`src/rtl/benes_pkg.sv`:
```
// Shared types for the 8x8 Benes route generator.
// Port, permutation and switch-setting bundles plus FSM states.
package benes_pkg;

   localparam int N_PORT  = 8;
   localparam int PW      = 4;
   localparam int N_STAGE = 5;

   typedef logic [PW-1:0] port_t;
   typedef port_t [N_PORT-1:0] perm_t;
   typedef logic [N_STAGE-1:0][3:0] sw_set_t;

   typedef enum logic [2:0] {
      ST_IDLE,
      ST_OUTER,
      ST_BUILD,
      ST_INNER,
      ST_MID,
      ST_DONE
   } state_t;

endpackage

```
`src/rtl/benes_loop_step.sv`:
```
// One combinational step of the looping algorithm.
// Sized for the 8-port outer network or a 4-port subnet.
module benes_loop_step #(
   parameter int  NSW = 4,
   localparam int IW  = $clog2(2 * NSW),
   localparam int SW  = IW - 1
) (
   input  logic [2*NSW-1:0][IW-1:0] perm,
   input  logic [2*NSW-1:0][IW-1:0] inv,
   input  logic [IW-1:0]            p,
   input  logic [SW-1:0]            start,
   input  logic [NSW-1:0]           in_sw,
   input  logic [NSW-1:0]           out_sw,
   input  logic [NSW-1:0]           done_sw,
   output logic [IW-1:0]            p_nxt,
   output logic [SW-1:0]            start_nxt,
   output logic [NSW-1:0]           in_sw_nxt,
   output logic [NSW-1:0]           out_sw_nxt,
   output logic [NSW-1:0]           done_sw_nxt
);

   logic [IW-1:0] d;
   logic [IW-1:0] s;
   logic          found;

   always_comb begin
      d           = perm[p];
      s           = inv[{d[IW-1:1], ~d[0]}];
      out_sw_nxt  = out_sw;
      in_sw_nxt   = in_sw;
      done_sw_nxt = done_sw;
      start_nxt   = start;
      found       = 1'b0;
      out_sw_nxt[d[IW-1:1]]  = d[0];
      in_sw_nxt[s[IW-1:1]]   = ~s[0];
      done_sw_nxt[s[IW-1:1]] = 1'b1;
      p_nxt = {s[IW-1:1], ~s[0]};
      // loop closed: reopen at the lowest untouched input switch
      if (s[IW-1:1] == start) begin
         for (int j = 0; j < NSW; j++) begin
            if (!found && !done_sw_nxt[j]) begin
               found          = 1'b1;
               in_sw_nxt[j]   = 1'b0;
               done_sw_nxt[j] = 1'b1;
               start_nxt      = SW'(j);
               p_nxt          = {SW'(j), 1'b0};
            end
         end
      end
   end

endmodule

```
`src/rtl/benes_route_gen.sv`:
```
// Looping-algorithm switch-setting generator for the 8x8 Benes network.
// Outer stages, then both 4x4 subnets in parallel, then middle stage.
module benes_route_gen
   import benes_pkg::*;
(
   input  logic    clk,
   input  logic    rst_n,
   input  logic    perm_valid,
   output logic    perm_ready,
   input  perm_t   perm_dst,
   output logic    sw_valid,
   input  logic    sw_ready,
   output sw_set_t sw_set,
   output logic    sw_err
);

   state_t state;

   logic [7:0][2:0] perm_q, inv_q, inv_c;
   logic            bad_q, bad_c;
   logic [1:0]      cnt_q;

   logic [2:0] o_p, o_p_n;
   logic [1:0] o_start, o_start_n;
   logic [3:0] o_in, o_in_n;
   logic [3:0] o_out, o_out_n;
   logic [3:0] o_done, o_done_n;

   logic [1:0][3:0][1:0] s_perm, s_inv;
   logic [1:0][3:0][1:0] b_perm, b_inv;
   logic [1:0][1:0]      s_p, s_p_n;
   logic [1:0]           s_start, s_start_n;
   logic [1:0][1:0]      s_in, s_in_n;
   logic [1:0][1:0]      s_out, s_out_n;
   logic [1:0][1:0]      s_done, s_done_n;
   logic [1:0][1:0]      mid;
   sw_set_t              res;

   always_comb begin
      bad_c = 1'b0;
      inv_c = '0;
      for (int i = 0; i < 8; i++) begin
         bad_c = bad_c | perm_dst[i][3];
         inv_c[perm_dst[i][2:0]] = 3'(i);
         for (int j = i + 1; j < 8; j++)
            if (perm_dst[i] == perm_dst[j]) bad_c = 1'b1;
      end
   end

   benes_loop_step #(.NSW(4)) u_outer (
      .perm        (perm_q),
      .inv         (inv_q),
      .p           (o_p),
      .start       (o_start),
      .in_sw       (o_in),
      .out_sw      (o_out),
      .done_sw     (o_done),
      .p_nxt       (o_p_n),
      .start_nxt   (o_start_n),
      .in_sw_nxt   (o_in_n),
      .out_sw_nxt  (o_out_n),
      .done_sw_nxt (o_done_n)
   );

   // subnet h=0 takes the upper outputs, h=1 the complements
   always_comb begin
      b_perm = '0;
      b_inv  = '0;
      for (int k = 0; k < 4; k++) begin
         b_perm[0][k] = perm_q[{2'(k), o_in[k]}][2:1];
         b_perm[1][k] = perm_q[{2'(k), ~o_in[k]}][2:1];
      end
      for (int h = 0; h < 2; h++)
         for (int k = 0; k < 4; k++)
            b_inv[h][b_perm[h][k]] = 2'(k);
   end

   for (genvar h = 0; h < 2; h++) begin : g_sub
      benes_loop_step #(.NSW(2)) u_inner (
         .perm        (s_perm[h]),
         .inv         (s_inv[h]),
         .p           (s_p[h]),
         .start       (s_start[h]),
         .in_sw       (s_in[h]),
         .out_sw      (s_out[h]),
         .done_sw     (s_done[h]),
         .p_nxt       (s_p_n[h]),
         .start_nxt   (s_start_n[h]),
         .in_sw_nxt   (s_in_n[h]),
         .out_sw_nxt  (s_out_n[h]),
         .done_sw_nxt (s_done_n[h])
      );
      assign mid[h][0] = s_perm[h][{1'b0, s_in[h][0]}][1];
      assign mid[h][1] = s_perm[h][{1'b0, ~s_in[h][0]}][1];
   end

   assign res = {o_out, s_out, mid, s_in, o_in};

   always_ff @(posedge clk or negedge rst_n) begin
      if (!rst_n) begin
         state      <= ST_IDLE;
         perm_ready <= 1'b0;
         sw_valid   <= 1'b0;
         sw_err     <= 1'b0;
         sw_set     <= '0;
         perm_q     <= '0;
         inv_q      <= '0;
         bad_q      <= 1'b0;
         cnt_q      <= '0;
         o_p        <= '0;
         o_start    <= '0;
         o_in       <= '0;
         o_out      <= '0;
         o_done     <= '0;
         s_perm     <= '0;
         s_inv      <= '0;
         s_p        <= '0;
         s_start    <= '0;
         s_in       <= '0;
         s_out      <= '0;
         s_done     <= '0;
      end else begin
         unique case (state)
            ST_IDLE: begin
               perm_ready <= 1'b1;
               if (perm_valid && perm_ready) begin
                  for (int i = 0; i < 8; i++)
                     perm_q[i] <= perm_dst[i][2:0];
                  inv_q      <= inv_c;
                  bad_q      <= bad_c;
                  o_p        <= '0;
                  o_start    <= '0;
                  o_in       <= '0;
                  o_out      <= '0;
                  o_done     <= 4'b0001;
                  cnt_q      <= '0;
                  perm_ready <= 1'b0;
                  state      <= ST_OUTER;
               end
            end
            ST_OUTER: begin
               if (bad_q) begin
                  sw_valid <= 1'b1;
                  sw_err   <= 1'b1;
                  sw_set   <= '0;
                  state    <= ST_DONE;
               end else begin
                  o_p     <= o_p_n;
                  o_start <= o_start_n;
                  o_in    <= o_in_n;
                  o_out   <= o_out_n;
                  o_done  <= o_done_n;
                  cnt_q   <= cnt_q + 2'd1;
                  if (cnt_q == 2'd3) state <= ST_BUILD;
               end
            end
            ST_BUILD: begin
               s_perm  <= b_perm;
               s_inv   <= b_inv;
               s_p     <= '0;
               s_start <= '0;
               s_in    <= '0;
               s_out   <= '0;
               s_done  <= {2'b01, 2'b01};
               cnt_q   <= '0;
               state   <= ST_INNER;
            end
            ST_INNER: begin
               s_p     <= s_p_n;
               s_start <= s_start_n;
               s_in    <= s_in_n;
               s_out   <= s_out_n;
               s_done  <= s_done_n;
               cnt_q   <= cnt_q + 2'd1;
               if (cnt_q == 2'd1) state <= ST_MID;
            end
            ST_MID: begin
               sw_set   <= res;
               sw_valid <= 1'b1;
               sw_err   <= 1'b0;
               state    <= ST_DONE;
            end
            ST_DONE: begin
               if (sw_ready) begin
                  sw_valid   <= 1'b0;
                  sw_err     <= 1'b0;
                  sw_set     <= '0;
                  perm_ready <= 1'b1;
                  state      <= ST_IDLE;
               end
            end
            default: state <= ST_IDLE;
         endcase
      end
   end

endmodule

```
`config.mk`:
```
export PLATFORM = sky130hd
export DESIGN_NAME = benes_route_gen
export DESIGN_NICKNAME = d
export VERILOG_FILES = /design/src/rtl/benes_pkg.sv /design/src/rtl/benes_loop_step.sv /design/src/rtl/benes_route_gen.sv
export SDC_FILE = /design/constraint.sdc
export NUM_CORES = 1
export LEC_CHECK = 0
export ABC_CLOCK_PERIOD_IN_PS = 3800
export CELL_PAD_IN_SITES_DETAIL_PLACEMENT = 1
export CELL_PAD_IN_SITES_GLOBAL_PLACEMENT = 1
export CORE_MARGIN = 4
export CORE_UTILIZATION = 48
export CTS_BUF_LIST = sky130_fd_sc_hd__clkbuf_4 sky130_fd_sc_hd__clkbuf_8
export DETAILED_ROUTE_END_ITERATION = 6
export PLACE_DENSITY = 0.91
export SYNTH_ARGS = -nofsm -noshare
export SYNTH_HDL_FRONTEND = slang
export SYNTH_SLANG_ARGS = --single-unit
```
`constraint.sdc`:
```
create_clock -name clk -period 3.8 [get_ports clk]
set_input_delay 0.76 -clock clk [delete_from_list [all_inputs] [get_ports clk]]
set_output_delay 0.76 -clock clk [all_outputs]
set_load 0.03 [all_outputs]
```
# Word level (Yosys, flattened, before mapping)
# Cells that the tools add are included.
[word_totals]
ff_bits = 144
in_bits = 36
wordCells = 454
[op_classes]
add_sub_neg = 1
n_lt_le_gt_ge = 56
n_eq_ne = 50
n_mux = 196
n_bitwise = 43
n_reduce_logical = 50
[ops]
columns = ["op", "n"]
rows = [
  ["4-bit == test", 28],
  ["3-bit two-way mux", 37],
  ["2-bit two-way mux", 36],
  ["1-bit two-way mux", 67],
  ["3-bit demux with 3-bit select", 7],
  ["20-bit case mux with 3 select lines", 1],
  ["4-bit case mux with 2 select lines", 7],
  ["3-bit by 4-bit less-than comparator with 1-bit output, second input constant", 13],
  ["16-bit bitwise OR", 3],
  ["20-bit two-way mux", 2],
  ["2-bit by 3-bit less-than comparator with 1-bit output, second input constant", 12],
  ["16-bit inverter", 2],
  ["4-bit two-way mux", 7],
  ["1-bit logical AND", 25],
  ["8-bit AND", 3],
  ["2-bit demux with 2-bit select", 6],
  ["8-bit inverter", 3],
  ["24-bit bitwise OR", 1],
  ["8-bit bitwise OR", 3],
  ["3-bit by 1-bit greater-or-equal comparator with 1-bit output, second input constant", 7],
  ["3-bit binary-select mux with 3-bit select", 2],
  ["3-bit case mux with 6 select lines", 1],
  ["15-bit by 16-bit AND with 16-bit output", 1],
  ["16-bit AND", 1],
  ["other kinds (43)", 121],
]

# Longest topological paths before layout
[depth]
word_depth = 36
mapped_depth = 10
depth_no_buf = 8

# By module
# From an unflattened synthesis, not the netlist that was laid out.
[hier_totals]
cells_unflattened = 1019
hier_area_um2 = 9668.0
[by_module_without_submodules]
columns = ["mod", "n_inst", "cells_each", "area_each_um2", "seq_area_each_um2"]
rows = [
  ["benes_route_gen", 1, 828, 8084.0, 3603.5],
  ["benes_loop_step (u_outer)", 1, 125, 993.5, 0.0],
  ["benes_loop_step (g_sub[0].u_inner)", 1, 35, 307.8, 0.0],
  ["benes_loop_step (g_sub[1].u_inner)", 1, 31, 282.8, 0.0],
]

# Worst setup path before layout
# No wires, ideal clock.
[synth_path]
path_kind = "register to register"
startpoint = "register o_p[0]"
endpoint = "register o_start[1]"
t_arrival_ns = 2.879
path_slack_ns = 0.795
stages_incl_launch_ff = 11
cell_sequence = "dfrtp_1 -> buf_6 -> mux4_2 -> mux2i_4 -> buf_8 -> mux2i_1 -> a22oi_4 -> a21oi_1 -> o211ai_4 -> nor4_4 -> mux2_4"
[synth_via]
elab_chain_len = 26
elab_cells_between_ends = 36
classes_between = "order compare (2); eq/ne (3); mux (18); bitwise (2); reduce/logical (11)"
[synth_rtl]
columns = ["element", "line_no", "text"]
rows = [
  ["from (decl)", "benes_route_gen.sv:23", "logic [2:0] o_p, o_p_n;"],
  ["from (signal assigned)", "benes_route_gen.sv:148", "o_p <= o_p_n;"],
  ["3-bit binary-select mux with 3-bit select (*)", "benes_loop_step.sv:27", "d = perm[p];"],
  ["3-bit two-way mux (implied by the code) (*)", "benes_loop_step.sv:27", ""],
  ["1-bit inverter", "benes_loop_step.sv:28", "s = inv[{d[IW-1:1], ~d[0]}];"],
  ["3-bit binary-select mux with 3-bit select (*)", "benes_loop_step.sv:28", ""],
  ["3-bit two-way mux (implied by the code) (*)", "benes_loop_step.sv:28", ""],
  ["2-bit by 3-bit less-than comparator with 1-bit output (implied by the code) or 2-bit by 1-bit greater-or-equal comparator with 1-bit output (tied branches)", "benes_loop_step.sv:36", "done_sw_nxt[s[IW-1:1]] = 1'b1;"],
  ["1-bit logical AND (implied by the code)", "benes_loop_step.sv:36", ""],
  ["1-bit two-way mux (implied by the code)", "benes_loop_step.sv:36", ""],
  ["[... 10 more ...]", "n/a", ""],
  ["1-bit two-way mux", "benes_loop_step.sv:41", "if (!found && !done_sw_nxt[j]) begin"],
  ["1-bit two-way mux", "benes_loop_step.sv:39", "if (s[IW-1:1] == start) begin"],
  ["1-bit zero test", "benes_loop_step.sv:41", ""],
  ["1-bit logical AND", "benes_loop_step.sv:41", ""],
  ["2-bit two-way mux", "benes_loop_step.sv:41", ""],
  ["2-bit two-way mux", "benes_loop_step.sv:39", ""],
  ["2-bit two-way mux", "benes_route_gen.sv:142", "if (bad_q) begin"],
  ["2-bit case mux with 2 select lines", "benes_route_gen.sv:123", "unique case (state)"],
  ["to (signal assigned)", "benes_route_gen.sv:149", "o_start <= o_start_n;"],
  ["to (decl)", "benes_route_gen.sv:24", "logic [1:0] o_start, o_start_n;"],
]
# Mark *: on every way between the ends. The rest lies on a longest branch, timed or not. The select of a mux whose other input is x is not followed.
# A chain may end at the register's enable or synchronous reset.

# Worst setup path in the final report
[layout_path]
startpoint = "register o_p[0]"
endpoint = "register o_p[2]"
[layout_via]
elab_chain_len = 26
elab_cells_between_ends = 34
classes_between = "order compare (2); eq/ne (1); mux (19); bitwise (2); reduce/logical (10)"
[layout_rtl]
columns = ["element", "line_no"]
rows = [
  ["3-bit binary-select mux with 3-bit select (*)", "benes_loop_step.sv:27"],
  ["3-bit two-way mux (implied by the code) (*)", "benes_loop_step.sv:27"],
  ["1-bit inverter", "benes_loop_step.sv:28"],
  ["3-bit binary-select mux with 3-bit select (*)", "benes_loop_step.sv:28"],
  ["3-bit two-way mux (implied by the code) (*)", "benes_loop_step.sv:28"],
  ["2-bit by 3-bit less-than comparator with 1-bit output (implied by the code) or 2-bit by 1-bit greater-or-equal comparator with 1-bit output (tied branches)", "benes_loop_step.sv:36"],
  ["1-bit logical AND (implied by the code)", "benes_loop_step.sv:36"],
  ["1-bit two-way mux (implied by the code)", "benes_loop_step.sv:36"],
  ["[... 10 more ...]", "n/a"],
  ["1-bit two-way mux", "benes_loop_step.sv:41"],
  ["1-bit two-way mux", "benes_loop_step.sv:39"],
  ["1-bit zero test", "benes_loop_step.sv:41"],
  ["1-bit logical AND", "benes_loop_step.sv:41"],
  ["3-bit two-way mux", "benes_loop_step.sv:41"],
  ["3-bit two-way mux (*)", "benes_loop_step.sv:39"],
  ["3-bit two-way mux (*)", "benes_route_gen.sv:142"],
  ["3-bit case mux with 2 select lines (*)", "benes_route_gen.sv:123"],
]
# Marks and branches as above.

==> impl_metrics.env <==
export IMPL_status="finished clean"
export IMPL_tns_ns=0
export IMPL_drc_errors=0
export IMPL_row_count=50
export IMPL_cp_required_ns=4.19
export IMPL_max_cap_viol_count=0
export IMPL_antenna_cells=0
export IMPL_final_util=0.559
export IMPL_syn_area_um2=9360
export IMPL_period_share=0.952
export IMPL_arrival_ns=4.01
export IMPL_synth_warnings=0
export IMPL_yosysTopAreaCellShare=0.385
export IMPL_startpoint_type="flop"
export IMPL_coreArea_um2=19000
export IMPL_root_buffer="clkbuf_8"
export IMPL_area_growth_pct=13.2
export IMPL_synth_seq_cells=144
export IMPL_grt_pass1_vias=9326
export IMPL_synth_area_per_cell_um2=8.81
export IMPL_antenna_found_initial=1
export IMPL_async_flop_share=1.00
export IMPL_hold_violations=0
export IMPL_die_w_um=148
export IMPL_power_mw=9.43
export IMPL_hold_class="in2async"
export IMPL_end_kind="flop"
export IMPL_cts_hold_fix_buffers=0
export IMPL_clk_pin_slew_ns=0.09
export IMPL_yosys_top_cells_area="dfrtp_1, nand2_1, xnor2_1"
export IMPL_cts_tree="done"
export IMPL_ir_drop_mv=0.391
export IMPL_crit_type="reg2reg"
export IMPL_wl_per_cell_um=23.8
export IMPL_synth_enable_flop_cells=0
export IMPL_dp_hpwl_um=21200
export IMPL_multi_input_area_um2=5340
export IMPL_tightest_slew_ns=1.29
export IMPL_pin_count=59
export IMPL_die_h_um=148
export IMPL_yosysTopAreaCell="dfrtp_1"
export IMPL_min_period_ns=3.62
export IMPL_yosys_cell_count_top_type="nand2_1"
export IMPL_grt_pass1_wl_um=51200
export IMPL_wirelength_um=32000
export IMPL_die_area_um2=21800
export IMPL_finalMaxSlewViolations=0
export IMPL_path_max_fanout=10
export IMPL_setup_viol_count_final=0
export IMPL_layout_nets=1112
export IMPL_insertion_delay_ns=0.48
export IMPL_htreeDepth=4
export IMPL_drt_iter0_drc=739
export IMPL_synth_ff_type="dfrtp_1"
export IMPL_gp_congestion=0.895
export IMPL_layout_drive_gt1_share=0.100
export IMPL_dr_pass1_iters=5
export IMPL_netlist_cell_type_count=76
export IMPL_regArea_um2=3600
export IMPL_clockBufferDepth=2
export IMPL_port_buffers=58
export IMPL_track_usage=0.294
export IMPL_clock_sinks=144
export IMPL_synthTopCellsByCount="nand2_1, dfrtp_1, nor2_1"
export IMPL_timing_hold_ws_ns=0.263
export IMPL_netlist_instances=1062
export IMPL_p_per_area_nw_per_um2=890
export IMPL_slew_limit_headroom=0.139
export IMPL_start_util=0.494
export IMPL_p_leak_nw=4.37
export IMPL_ant_nets=0
export IMPL_cts_buffers=17
export IMPL_synth_fp_nets=1100
export IMPL_fin_skew_ns=0.0161
export IMPL_vias_per_cell=6.54
export IMPL_grt_overflow=0
export IMPL_seq_area_frac_synth=0.385
export IMPL_vias=8806
export IMPL_fillerInstances=2217
export IMPL_grt_max_degree=81
export IMPL_fmax_mhz=276
[cell families (layout without fill, tap and decap cells)]
kind of cell | count (synthesis) | in the layout | share of synthesized area
flops | 144 | 144 | 0.385
compound gates | 243 | 243 | 0.181
buf+inv | 111 | 136 | 0.0468
fa+ha+maj | 2 | 2 | 0.00267
mux | 57 | 57 | 0.0799
xor+xnor | 110 | 110 | 0.103
simple gates | 395 | 395 | 0.202
[where the power goes]
group	switching, mW	total, mW	internal (mW)
logic	3.13	5.07	1.94
clock network	0.671	1.31	0.642
registers	0.866	3.05	2.18
[worst max-delay path, stage by stage, from the launching register on]
cell and delay, ns:
dfrtp_1 0.59, mux4_2 0.60, mux2i_4 0.44, mux2i_1 0.37
a22o_1 0.38, o211ai_2 0.25, a21o_1 0.28, a2111oi_2 0.36
a2bb2oi_1 0.24
[per-layer routing]
layer / track usage / wire length (µm) / up-vias
li1: - / - / 3785
met4: 0.131 / 1210 / 2
met5: 0 / 12 / -
met1: 0.374 / 13100 / 4456
met3: 0.0438 / 2050 / 121
met2: 0.497 / 15600 / 442
[sequential cells by signal, summed over array words and instances (netlist names)]
name / cells
s_perm: 16
sw_valid: 1
cnt_q: 2
sw_set: 20
o_start: 2
s_p: 4
res: 8
inv_q: 24
perm_q: 24
o_done: 4
sw_err: 1
perm_ready: 1
bad_q: 1
o_out: 4
o_p: 3
o_in: 4
state: 3
s_done: 4
s_inv: 16
s_start: 2
[final timing paths]
check / startpoint / endpoint / slack, ns / cells past startpoint
max in group asynchronous: rst_n / s_perm[12] / 2.71 / 2
setup reg to reg: o_p[0] / o_p[2] / 0.18 / 8
hold / removal: rst_n / o_done[2] / 0.26 / 1
hold reg to reg: inv_q[22] / inv_q[22] / 0.49 / 2
setup / recovery: o_p[0] / o_p[2] / 0.18 / 8
min in group clk: inv_q[22] / inv_q[22] / 0.49 / 2
[final cells by class]
class                           instances  share of cell area
Clock buffer                           20              0.0254
Multi-Input combinational cell        807               0.505
Timing Repair Buffer                   94              0.0816
Inverter                               10             0.00354
Tap cell                              260              0.0307
Clock inverter                         12              0.0139
Sequential cell                       144               0.340
[repair_timing]
action / in CTS / in global routing
gates resized for setup: 0 / 1
setup buffers: 0 / 0
endpoints found under the setup margin: 0 / 1
[cell usage in the layout, fill, tap and decap left out, types with 10 or more instances in the layout]
| cell type | synthesis | routed |
|---|---|---|
| nand2b_1 | 11 | 11 |
| xor2_1 | 51 | 51 |
| inv_1 | 10 | 10 |
| dfrtp_1 | 144 | 144 |
| nor3b_1 | 14 | 14 |
| buf_4 | 0 | 35 |
| clkdlybuf4s50_1 | 0 | 57 |
| nand2_1 | 155 | 155 |
| a31oi_1 | 14 | 14 |
| clkbuf_8 | 0 | 19 |
| o21ai_0 | 46 | 46 |
| a21oi_1 | 65 | 65 |
| nand3b_1 | 20 | 20 |
| nor3_1 | 15 | 14 |
| nor4_1 | 18 | 17 |
| nand3_1 | 18 | 18 |
| a22o_1 | 28 | 28 |
| nand4_1 | 23 | 23 |
| mux2i_1 | 37 | 37 |
| xnor2_1 | 59 | 59 |
| nor2_1 | 96 | 95 |
[metrics by stage]
stage / cell area (µm²) / cells / setup slack (ns)
floorplan: 9360 / 1062 / 0.795
global placement: 10200 / 1315 / 0.458
detailed placement: 10200 / 1315 / 0.317
CTS: 10600 / 1347 / 0.265
global route: 10600 / 1347 / -0.00711
finish: 10600 / 1347 / 0.181
Note: power is estimated with default switching activity, not from simulation.
==> RTL change (config.mk and constraints unchanged) <==
The 6 states of `state_t` get a Gray code encoding in 3 bits.
--- a/src/rtl/benes_pkg.sv
+++ b/src/rtl/benes_pkg.sv
@@ -13,8 +13,8 @@
    typedef enum logic [2:0] {
-      ST_IDLE,
-      ST_OUTER,
-      ST_BUILD,
-      ST_INNER,
-      ST_MID,
-      ST_DONE
+      ST_IDLE  = 3'b000,
+      ST_OUTER = 3'b001,
+      ST_BUILD = 3'b011,
+      ST_INNER = 3'b010,
+      ST_MID   = 3'b110,
+      ST_DONE  = 3'b111
    } state_t;
Check against the original RTL: no difference found for any inputs over 10 cycles, from zero or initial values and one cycle with rst_n low; not proved beyond that.
==> RTL change against the original RTL <==
Setup slack improved by 0.047 ns; wire length fell by 5.6%; worst hold slack improved by 0.096 ns; cell area fell by 0.53%; synthesized area rose by 0.60%; total power fell by 11%; sequential share of layout area rose by 0.18 points; sequential cell count did not move; critical path type unchanged; highest routed layer is now met4.
==> RTL change: results (changes against the original RTL) <==
- Crit Reg-Reg Endpoint: o_start[0]
- Status: finished, final reports clean
- Sequential share of power: 34.7% (+2.4 points)
- Post-synthesis compound-gate area fraction: 15.9% (-2.1 points)
- Initial antenna violation count: 0 (-1)
- Global-route met1 utilization: 36.4% (-1.0 points)
- XOR/XNOR share of the synthesized area: 10.6% (+0.28 points)
- Mux contribution to synthesized area: 8.50% (+0.51 points)
- Cell family with most CP delay: multiplexers
- Placed Cells: 1314 (-0.076%)
- Initial drt markers: 740 (+0.14%)
- Placer Congestion: 0.874 (-2.4%)
- Worst path arrival time: 3.97 ns (-0.04 ns)
- HPWL after DPL: 20500 um (-3.2%)
- Mapped Avg Cell Area: 8.81 um2 (about the same)
- WL/cell: 22.4 um (-5.6%)
- First-pass GRT wire length: 49500 um (-3.4%)
- Synth area leaders: dfrtp_1 (38%), nand2_1 (7.3%), xnor2_1 (5.5%)
- GR Util met2: 47.1% (-2.7 points)
- Normalized max-slew margin: 29.6% (+16 points)
- Via count: 8455 (-4.0%)
- Post-Synth Adder-Cell Area: 0.266% (-0.0016 points)
- Final Skew: 0.0211 ns (+0.00499 ns)
- M3 GR Usage: 4.81% (+0.43 points)
- R2r startpoint: o_p[1]
- Sequential element share of the synthesized area: 38.3% (-0.23 points)
- Gr usage total: 28.1% (-1.2 points)
- Share of cells above drive strength 1: 10.5% (+0.45 points)
- Maximum fanout along the worst path: 15 (+5)
- Maximum vdd drop: 0.276 mV (-29%)
- Commonest cells in the netlist: nand2_1 (183), dfrtp_1 (144), nor2_1 (84)
- Comb pwr: 4240 uW (-16%)
RTL change: cell types whose count changed after synthesis, sizes merged, moves of 6 or more:
cell,unedited run,this run
a21oi,65,52
a22o,31,22
buf,15,25
mux2i,39,45
nand2,155,185
nor2,96,84
o211ai,10,3
o21ai,49,70
RTL change: per-layer routing:
metal / wire (um) / share of wire [%] / vias to the layer above
li1: - / - / 3746
met1: 12500 / 41 / 4240
met2: 14700 / 49 / 383
met3: 1960 / 6.5 / 86
met4: 1070 / 3.5 / 0
met5: 0 / 0 / -
RTL change: through the flow:
stage                     total power (uW)  setup WS (ns)  utilization, %
after floorplan                       5760          0.724               -
after global placement                6640          0.296            53.1
after detailed placement              6940         0.0611            53.1
after CTS                             8330         0.0131            55.2
after global routing                  8980          0.104            55.4
final                                 8430          0.228            55.4
RTL change: area by class of cell:
class                   count  share of cell area, %
repair buffers             93                   8.25
clock buffers              19                   2.42
clock inverters            13                   1.43
inverters                   8                  0.285
multi-input cells         811                   50.3
flip-flops and latches    144                   34.2
well taps                 260                   3.09
